## src/rtl/sync_fifo_param_if.sv

```systemverilog
// Handshake bundle between a FIFO producer/consumer (master) and sync_fifo_param (slave).
interface sync_fifo_param_if #(
  parameter int DATA_W = 32,
  parameter int DEPTH  = 8
);
  localparam int CW = $clog2(DEPTH) + 1;

  logic              wr_en;
  logic [DATA_W-1:0] wr_data;
  logic              rd_en;
  logic [DATA_W-1:0] rd_data;
  logic              rd_valid;
  logic              full;
  logic              empty;
  logic              almost_full;
  logic              almost_empty;
  logic [CW-1:0]     count;
  logic              overflow;
  logic              underflow;
  logic              clr_err;

  modport master (
    output wr_en, wr_data, rd_en, clr_err,
    input  rd_data, rd_valid, full, empty, almost_full, almost_empty,
           count, overflow, underflow
  );

  modport slave (
    input  wr_en, wr_data, rd_en, clr_err,
    output rd_data, rd_valid, full, empty, almost_full, almost_empty,
           count, overflow, underflow
  );
endinterface

```

## src/rtl/sync_fifo_param.sv

```systemverilog
// Parametrised single-clock FIFO: registered or first-word-fall-through read,
// occupancy count, threshold flags and sticky overflow/underflow errors.
module sync_fifo_param #(
  parameter int DATA_W    = 32,
  parameter int DEPTH     = 8,
  parameter int AF_THRESH = DEPTH - 2,
  parameter int AE_THRESH = 2,
  parameter int FWFT      = 0
) (
  input  logic             clk,
  input  logic             rst,
  sync_fifo_param_if.slave f
);
  localparam int AW = $clog2(DEPTH);
  localparam int CW = AW + 1;

  localparam logic [CW-1:0] DEPTH_C = CW'(DEPTH);
  localparam logic [CW-1:0] AF_C    = CW'(AF_THRESH);
  localparam logic [CW-1:0] AE_C    = CW'(AE_THRESH);
  localparam logic [CW-1:0] CNT_ONE = CW'(1'b1);
  localparam logic [AW-1:0] PTR_ONE = AW'(1'b1);

  logic [DATA_W-1:0] mem [DEPTH];

  logic [AW-1:0] wr_ptr_q, wr_ptr_d;
  logic [AW-1:0] rd_ptr_q, rd_ptr_d;
  logic [CW-1:0] count_q, count_d;
  logic          overflow_q, overflow_d;
  logic          underflow_q, underflow_d;

  logic full;
  logic empty;
  logic wr_acc;
  logic rd_acc;

  // Status decode and request acceptance, all from pre-edge state.
  always_comb begin
    full   = (count_q == DEPTH_C);
    empty  = (count_q == {CW{1'b0}});
    wr_acc = f.wr_en & ~full;
    rd_acc = f.rd_en & ~empty;
  end

  // Next-state for pointers, occupancy and sticky error flags.
  always_comb begin
    wr_ptr_d    = wr_ptr_q;
    rd_ptr_d    = rd_ptr_q;
    count_d     = count_q;
    overflow_d  = overflow_q;
    underflow_d = underflow_q;

    if (wr_acc) begin
      wr_ptr_d = wr_ptr_q + PTR_ONE;
    end else begin
      wr_ptr_d = wr_ptr_q;
    end

    if (rd_acc) begin
      rd_ptr_d = rd_ptr_q + PTR_ONE;
    end else begin
      rd_ptr_d = rd_ptr_q;
    end

    case ({wr_acc, rd_acc})
      2'b10:   count_d = count_q + CNT_ONE;
      2'b01:   count_d = count_q - CNT_ONE;
      default: count_d = count_q;
    endcase

    // A new error outranks a coincident clear.
    overflow_d  = (f.wr_en & full)  | (overflow_q  & ~f.clr_err);
    underflow_d = (f.rd_en & empty) | (underflow_q & ~f.clr_err);
  end

  // Control state registers.
  always_ff @(posedge clk) begin
    if (rst) begin
      wr_ptr_q    <= {AW{1'b0}};
      rd_ptr_q    <= {AW{1'b0}};
      count_q     <= {CW{1'b0}};
      overflow_q  <= 1'b0;
      underflow_q <= 1'b0;
    end else begin
      wr_ptr_q    <= wr_ptr_d;
      rd_ptr_q    <= rd_ptr_d;
      count_q     <= count_d;
      overflow_q  <= overflow_d;
      underflow_q <= underflow_d;
    end
  end

  // Storage array; contents survive reset, but a write during reset is dropped.
  always_ff @(posedge clk) begin
    if (wr_acc & ~rst) begin
      mem[wr_ptr_q] <= f.wr_data;
    end
  end

  assign f.full         = full;
  assign f.empty        = empty;
  assign f.almost_full  = (count_q >= AF_C);
  assign f.almost_empty = (count_q <= AE_C);
  assign f.count        = count_q;
  assign f.overflow     = overflow_q;
  assign f.underflow    = underflow_q;

  if (FWFT != 0) begin : g_fwft
    assign f.rd_data  = mem[rd_ptr_q];
    assign f.rd_valid = ~empty;
  end else begin : g_reg_read
    logic [DATA_W-1:0] rd_data_q, rd_data_d;
    logic              rd_valid_q, rd_valid_d;

    // Registered read: data captured on an accepted pop, held otherwise.
    always_comb begin
      rd_data_d  = rd_data_q;
      rd_valid_d = 1'b0;
      if (rd_acc) begin
        rd_data_d  = mem[rd_ptr_q];
        rd_valid_d = 1'b1;
      end else begin
        rd_data_d  = rd_data_q;
        rd_valid_d = 1'b0;
      end
    end

    // Read output registers.
    always_ff @(posedge clk) begin
      if (rst) begin
        rd_data_q  <= {DATA_W{1'b0}};
        rd_valid_q <= 1'b0;
      end else begin
        rd_data_q  <= rd_data_d;
        rd_valid_q <= rd_valid_d;
      end
    end

    assign f.rd_data  = rd_data_q;
    assign f.rd_valid = rd_valid_q;
  end

endmodule

```

## src/flat_wrapper.sv

```systemverilog
// flat-port wrapper written by rule: the top's interface ports become plain ports
module sync_fifo_param_flat 
#(
  parameter int DATA_W    = 32,
  parameter int DEPTH     = 8,
  parameter int AF_THRESH = DEPTH - 2,
  parameter int AE_THRESH = 2,
  parameter int FWFT      = 0
)
  (clk, rst, f_wr_en, f_wr_data, f_rd_en, f_clr_err, f_rd_data, f_rd_valid, f_full, f_empty, f_almost_full, f_almost_empty, f_count, f_overflow, f_underflow);
  sync_fifo_param_if #(.DATA_W(DATA_W), .DEPTH(DEPTH)) f_i ();
  input  logic clk;
  input  logic rst;
  input wire logic [$bits(f_i.wr_en)-1:0] f_wr_en;
  input wire logic [$bits(f_i.wr_data)-1:0] f_wr_data;
  input wire logic [$bits(f_i.rd_en)-1:0] f_rd_en;
  input wire logic [$bits(f_i.clr_err)-1:0] f_clr_err;
  output wire logic [$bits(f_i.rd_data)-1:0] f_rd_data;
  output wire logic [$bits(f_i.rd_valid)-1:0] f_rd_valid;
  output wire logic [$bits(f_i.full)-1:0] f_full;
  output wire logic [$bits(f_i.empty)-1:0] f_empty;
  output wire logic [$bits(f_i.almost_full)-1:0] f_almost_full;
  output wire logic [$bits(f_i.almost_empty)-1:0] f_almost_empty;
  output wire logic [$bits(f_i.count)-1:0] f_count;
  output wire logic [$bits(f_i.overflow)-1:0] f_overflow;
  output wire logic [$bits(f_i.underflow)-1:0] f_underflow;
  assign f_i.wr_en = f_wr_en;
  assign f_i.wr_data = f_wr_data;
  assign f_i.rd_en = f_rd_en;
  assign f_i.clr_err = f_clr_err;
  assign f_rd_data = f_i.rd_data;
  assign f_rd_valid = f_i.rd_valid;
  assign f_full = f_i.full;
  assign f_empty = f_i.empty;
  assign f_almost_full = f_i.almost_full;
  assign f_almost_empty = f_i.almost_empty;
  assign f_count = f_i.count;
  assign f_overflow = f_i.overflow;
  assign f_underflow = f_i.underflow;
  sync_fifo_param #(.DATA_W(DATA_W), .DEPTH(DEPTH), .AF_THRESH(AF_THRESH), .AE_THRESH(AE_THRESH), .FWFT(FWFT)) u_core (.clk(clk), .rst(rst), .f(f_i));
endmodule
```

## config.mk

```make
export PLATFORM = sky130hd
export DESIGN_NAME = sync_fifo_param_flat
export DESIGN_NICKNAME = d
export VERILOG_FILES = /design/src/rtl/sync_fifo_param_if.sv /design/src/rtl/sync_fifo_param.sv /design/src/flat_wrapper.sv
export SDC_FILE = /design/constraint.sdc
export NUM_CORES = 1
export LEC_CHECK = 0
export CAP_MARGIN = 20
export CORE_MARGIN = 4
export CORE_UTILIZATION = 35
export DETAILED_ROUTE_END_ITERATION = 10
export DONT_BUFFER_PORTS = 1
export PLACE_DENSITY_LB_ADDON = 0.3
export SYNTH_ARGS = -nofsm -noshare
export SYNTH_HDL_FRONTEND = slang
export SYNTH_SLANG_ARGS = --single-unit
export TNS_END_PERCENT = 30
```

## constraint.sdc

```tcl
create_clock -name clk -period 5.3 [get_ports clk]
set_input_delay 0.795 -clock clk [delete_from_list [all_inputs] [get_ports clk]]
set_output_delay 0.795 -clock clk [all_outputs]
set_load 0.005 [all_outputs]
```

==> flow_metrics.tcl, run 1 <==
set metrics [dict create \
    worstSetupStartpointType "register" \
    most-common-layout-cells "256 x edfxtp_1, 64 x mux4_2, 45 x nor2_1" \
    tritoncts "yes" \
    endpoint_kind "register" \
    grt_max_degree 67 \
    drive_gt1_share_pct 27.55 \
    grt_pass1_vias 5692 \
    fin_crit_ns 2.798 \
    finalNetCount 615 \
    avgSynthCellArea_um2 20.05 \
    cts_buffers 31 \
    die_area_um2 35310 \
    setup-tns-final_ns 0 \
    nFillCells 2820 \
    postCtsHoldBufs 0 \
    top_level_ports 80 \
    multiInputGateArea_um2 2567 \
    hpwl_um 11920 \
    reg2reg_depth 8 \
    diodes 0 \
    rrSetupSlack_ns 2.50 \
    vias 5252 \
    gp_congestion 0.6883 \
    final_common_cell "edfxtp_1" \
    ys_seq_area_share_pct 75.81 \
    wl_um 23220 \
    detail_route.first_pass.iterations 4 \
    detail_route.vias_per_cell 5.247 \
    powerDensity_nw_per_um2 473.6 \
    vdd.ir_drop.worst_v 0.0002566 \
    hold_end "u_core.f.overflow" \
    hold_class "primary input to register" \
    htree_levels 1 \
    fin_crit_sh_pct 52.80 \
    finalHoldViolCount 0 \
    rsz0062_at_grt "no" \
    insertion_delay_ns 0.55 \
    hold_depth 1 \
    core_um2 31720 \
    ant_nets 0 \
    worstSetupPathType "register to register" \
    area_growth_pct 13.11 \
    synth_cell_types 37 \
    cts-root-buf "clkbuf_16" \
    setup_violations 0 \
    finClkSkew_ns 0.01844 \
    r2r_end "u_core.f.count[2]" \
    fin_util_pct 40.40 \
    hp-start "rst" \
    initial_core_util_pct 35.72 \
    drt_iter0_drc 403 \
    status "complete, no violations" \
    die_height_um 187.9 \
    fmax_mhz 357.3 \
    slew_viol_final 0 \
    final-seq-area_um2 8596 \
    grt_overflow_total 0 \
    cp.arrival_ns 3.27 \
    r2r_start "u_core.f.count[1]" \
    rows 65 \
    drv_cap 0 \
    numClockSinks 301 \
    synthCells 565 \
    synth_seq_cells 301 \
    netlist_area_um2 11330 \
    hold_ws_ns 0.3221 \
    antenna_found_initial 0 \
    portBuffers 0 \
    grt_pass1_wl_um 34980 \
    slew_headroom_pct 33.61 \
    ctsResizeCount 0 \
    critPathMaxFanout 11 \
    tightest_slew_ns 0.9958 \
    wl_per_cell_um 23.20 \
    postCtsSetupBuffers 0 \
    ys_warn_count 0 \
    required_ns 5.77 \
    grt_use_total_pct 12.95 \
    leakage_nw 3.973 \
    die_w_um 187.9 \
    syn-num-nets 606 \
    clkTransAtPathRegs_ns 0.06 \
    clk_path_buf_depth 3 \
    drc 0 \
]
-- layout make-up --
class	count	share of cell area (%)
clock inverters	18	1.611
multi-input cells	230	20.04
flip-flops and latches	301	67.08
clock buffers	40	6.786
well taps	402	3.925
repair buffers	9	0.5273
inverters	1	0.02929
-- critical path, stage by stage, from the launching register on --
cell and delay, ns:
dfxtp_1 0.44, or4b_1 0.70, nand2_4 0.19, ha_1 0.31
xor2_1 0.10, ha_1 0.21, o21a_1 0.21, or4_1 0.41
a21oi_1 0.16
-- how the worst max path moves through the flow --
stage | cells after the start | slack, ns | from | endpoint
finish | 8 | 2.50 | u_core.f.count[1] | u_core.f.count[2]
global route | 7 | 2.36 | u_core.f.count[1] | u_core.f.count[2]
CTS | 7 | 2.50 | u_core.f.count[0] | u_core.f.count[2]
detailed placement | 7 | 2.39 | f_rd_en | u_core.f.count[2]
global placement | 7 | 2.48 | f_rd_en | u_core.f.count[2]
floorplan | 3 | 0.42 | f_wr_en | u_core.mem[0][0]
-- synth_stat cells, drive strengths merged --
cell    instances  area (um2)
edfxtp        256        7687
mux4           64        1441
nor2           48       180.2
dfxtp          45       900.9
nor3           36       300.3
o22ai          34       212.7
buf            26       192.7
clkbuf          7       26.28
nand2           7       41.29
nor2b           5       31.28
xor2            5       43.79
a21oi           4       20.02
ha              4       50.05
nand2b          3       26.27
nand3           3       15.01
mux2i           2       20.02
nor4            2       12.51
a211oi          1       7.510
a32oi           1       8.760
and3b           1       8.760
inv             1       3.750
mux2            1       11.26
nand3b          1       7.510
nor3b           1       7.510
nor4b           1       8.760
o21a            1       7.510
o31ai           1       7.510
o41a            1       21.27
or4             1       7.510
or4b            1       10.01
xnor2           1       8.760
-- kinds of logic after synthesis --
| kind of cell | share of synthesized area (%) |
|---|---|
| AND/OR/NAND/NOR | 5.799 |
| flip-flops | 75.81 |
| buffers and inverters | 1.966 |
| adder cells (fa/ha/maj) | 0.4418 |
| AO/OA/AOI/OAI | 2.518 |
| multiplexers | 13.00 |
| XOR/XNOR | 0.4639 |
-- flip-flops by register name, indices dropped and copies added, names as in the netlist --
name,count
u_core.f.overflow,1
u_core.wr_ptr_q,3
u_core.f.rd_valid,1
u_core.mem,256
u_core.f.underflow,1
u_core.f.rd_data,32
u_core.f.count,4
u_core.rd_ptr_q,3
-- stage by stage --
step	cell area (um2)	cells	worst slack, ns	power (mW)
after CTS	12810	1001	2.497	6.162
after floorplan	11330	565	0.4224	3.717
after detailed placement	11740	943	2.389	3.928
after global placement	11740	943	2.480	3.903
final	12810	1001	2.502	6.069
after global routing	12810	1001	2.355	6.371
-- metal layers --
layer	global-route usage, %	part of all wire, %
met1	16.48	40
met2	21.86	50
met3	4.281	8.4
met4	2.710	1.6
met5	0	0
-- power breakdown --
part | total (mW) | internal [mW] | switching (mW)
Clock | 2.22 | 1.35 | 0.875
Sequential | 3.03 | 2.77 | 0.260
Combinational | 0.816 | 0.402 | 0.414
Power figures use the tool's default switching activity.
==> inputs of run 2 (changes only) <==
==> constraint.sdc (replaced) <==
create_clock -name clk -period 2.5 [get_ports clk]
set_input_delay 0.375 -clock clk [delete_from_list [all_inputs] [get_ports clk]]
set_output_delay 0.375 -clock clk [all_outputs]
set_load 0.005 [all_outputs]
==> flow_metrics.tcl, run 2 (synthesis gave the netlist of run 1 again) <==
set metrics [dict create \
    leakage_nw 4.278 \
    drv_cap 0 \
    grt_use_total_pct 13.14 \
    core_um2 31720 \
    finalHoldViolCount 0 \
    drt_iter0_drc 310 \
    powerDensity_nw_per_um2 983.9 \
    gp_congestion 0.6972 \
    grt_max_degree 45 \
    largest_reg_flops 256 \
    antenna_found_initial 1 \
    initial_core_util_pct 35.72 \
    tightest_slew_ns 0.9278 \
    most-common-layout-cells "256 x edfxtp_1, 64 x mux4_2, 45 x nor2_1" \
    grt_pass1_wl_um 35820 \
    busiest_layer "met2" \
    rows 65 \
    slew_viol_final 0 \
    fin_cells 1057 \
    cp.arrival_ns 2.80 \
    htree_levels 2 \
    fmax_mhz 420.5 \
    die_w_um 187.9 \
    tritoncts "yes" \
    dp.cells 956 \
    finalNetCount 669 \
    vias 5430 \
    die_area_um2 35310 \
    fin_util_pct 42.58 \
    ant_nets 0 \
    drc 0 \
    slew_headroom_pct 37.88 \
    use_met2_pct 21.73 \
    required_ns 2.92 \
    rsz0062_at_grt "no" \
    finClkSkew_ns 0.01856 \
    numClockSinks 301 \
    vdd.ir_drop.worst_v 0.0005637 \
    wl_um 23600 \
    setup-tns-final_ns 0 \
    grt_use_met1_pct 17.52 \
    grt_pass1_vias 5886 \
    worstSetupPathType "register to register" \
    fin_crit_ns 2.378 \
    worst_slack_ns 0.1220 \
    final_common_cell "edfxtp_1" \
    clk_path_buf_depth 3 \
    hpwl_um 13740 \
    worstSetupStartpointType "register" \
    wl_per_cell_um 22.32 \
    hold_class "primary input to register" \
    portBuffers 0 \
    place_ws_ns 0.008554 \
    critPathMaxFanout 5 \
    grt_overflow_total 0 \
    drive_gt1_share_pct 28.75 \
    area_growth_pct 19.23 \
    detail_route.first_pass.iterations 4 \
    die_height_um 187.9 \
    regMostFlops "u_core.mem" \
    fin_crit_sh_pct 95.12 \
    setup_violations 0 \
    insertion_delay_ns 0.51 \
    endpoint_kind "register" \
    clkTransAtPathRegs_ns 0.05 \
    use_met3_pct 3.369 \
    cts-root-buf "clkbuf_16" \
    detail_route.vias_per_cell 5.137 \
    status "complete, no violations" \
    top_level_ports 80 \
    cts_buffers 34 \
]
[run 2: changes by cell type in the layout (fill, tap and decap cells not counted), sizes merged]
| cell | delta |
|---|---|
| buf | +19 |
| clkinvlp | -5 |
| diode | +1 |
| dlygate4sd3 | +32 |
| clkinv | -1 |
| clkbuf | +10 |
| inv | +2 |
| bufinv | -2 |
[run 2: area by class of cell]
cell class | instances | area (um2)
inverters | 1 | 3.754
diodes | 1 | 2.502
well taps | 402 | 503.0
clock buffers | 50 | 980.9
flip-flops and latches | 301 | 8597
multi-input cells | 230 | 2620
clock inverters | 12 | 133.9
fillers | 2754 | 18210
repair buffers | 60 | 665.6
[run 2: critical path, stage by stage, from the launching register on]
cell and delay [ns]:
dfxtp_1 0.32, buf_4 0.16, o41a_4 0.49, ha_1 0.22
xor2_1 0.15, ha_1 0.19, o21a_1 0.20, or4_4 0.42
a21oi_2 0.15
[run 2: power by group]
part	switching, mW	internal (mW)
clock network	1.90	2.95
registers	0.340	5.87
logic	1.21	1.02
[run 2: final timing paths]
check | startpoint | end | slack [ns] | cells after the start
hold / removal | f_wr_en | u_core.f.overflow | 0.03 | 2
hold reg to reg | u_core.f.rd_data[2] | u_core.f.rd_data[2] | 0.51 | 2
setup / recovery | u_core.f.count[3] | u_core.f.count[2] | 0.12 | 8
setup reg to reg | u_core.f.count[3] | u_core.f.count[2] | 0.12 | 8
[run 2: timing repair]
item,CTS,global route
endpoints found under the setup margin,1,30
hold buffers,33,0
setup buffers,2,3
endpoints found under the hold margin,300,0
gates resized for setup,0,3
pin swaps,1,2
[run 2: through the flow]
stage | hold slack, ns | power (mW) | cell area [um2]
global placement | 0.4566 | 8.391 | 11890
global route | 0.03040 | 13.95 | 13500
detailed placement | 0.4610 | 8.450 | 11970
CTS | 0.02285 | 13.48 | 13460
finish | 0.03314 | 13.29 | 13510
floorplan | 0.4739 | 7.896 | 11380
[run 2: routing by layer]
| metal | vias up | wire length (um) |
|---|---|---|
| met1 | 2823 | 10130 |
| met3 | 39 | 1373 |
| li1 | 2433 | - |
| met4 | 0 | 409 |
| met5 | - | 0 |
| met2 | 135 | 11680 |
==> inputs of run 3 (changes only) <==
--- a/config.mk
+++ b/config.mk
@@ -11,6 +11,7 @@
 export DETAILED_ROUTE_END_ITERATION = 10
 export DONT_BUFFER_PORTS = 1
 export PLACE_DENSITY_LB_ADDON = 0.3
+export RECOVER_POWER = 25
 export SYNTH_ARGS = -nofsm -noshare
 export SYNTH_HDL_FRONTEND = slang
 export SYNTH_SLANG_ARGS = --single-unit
==> results of run 3 <==
Final layout, timing and power as in run 2 (identical DEF).
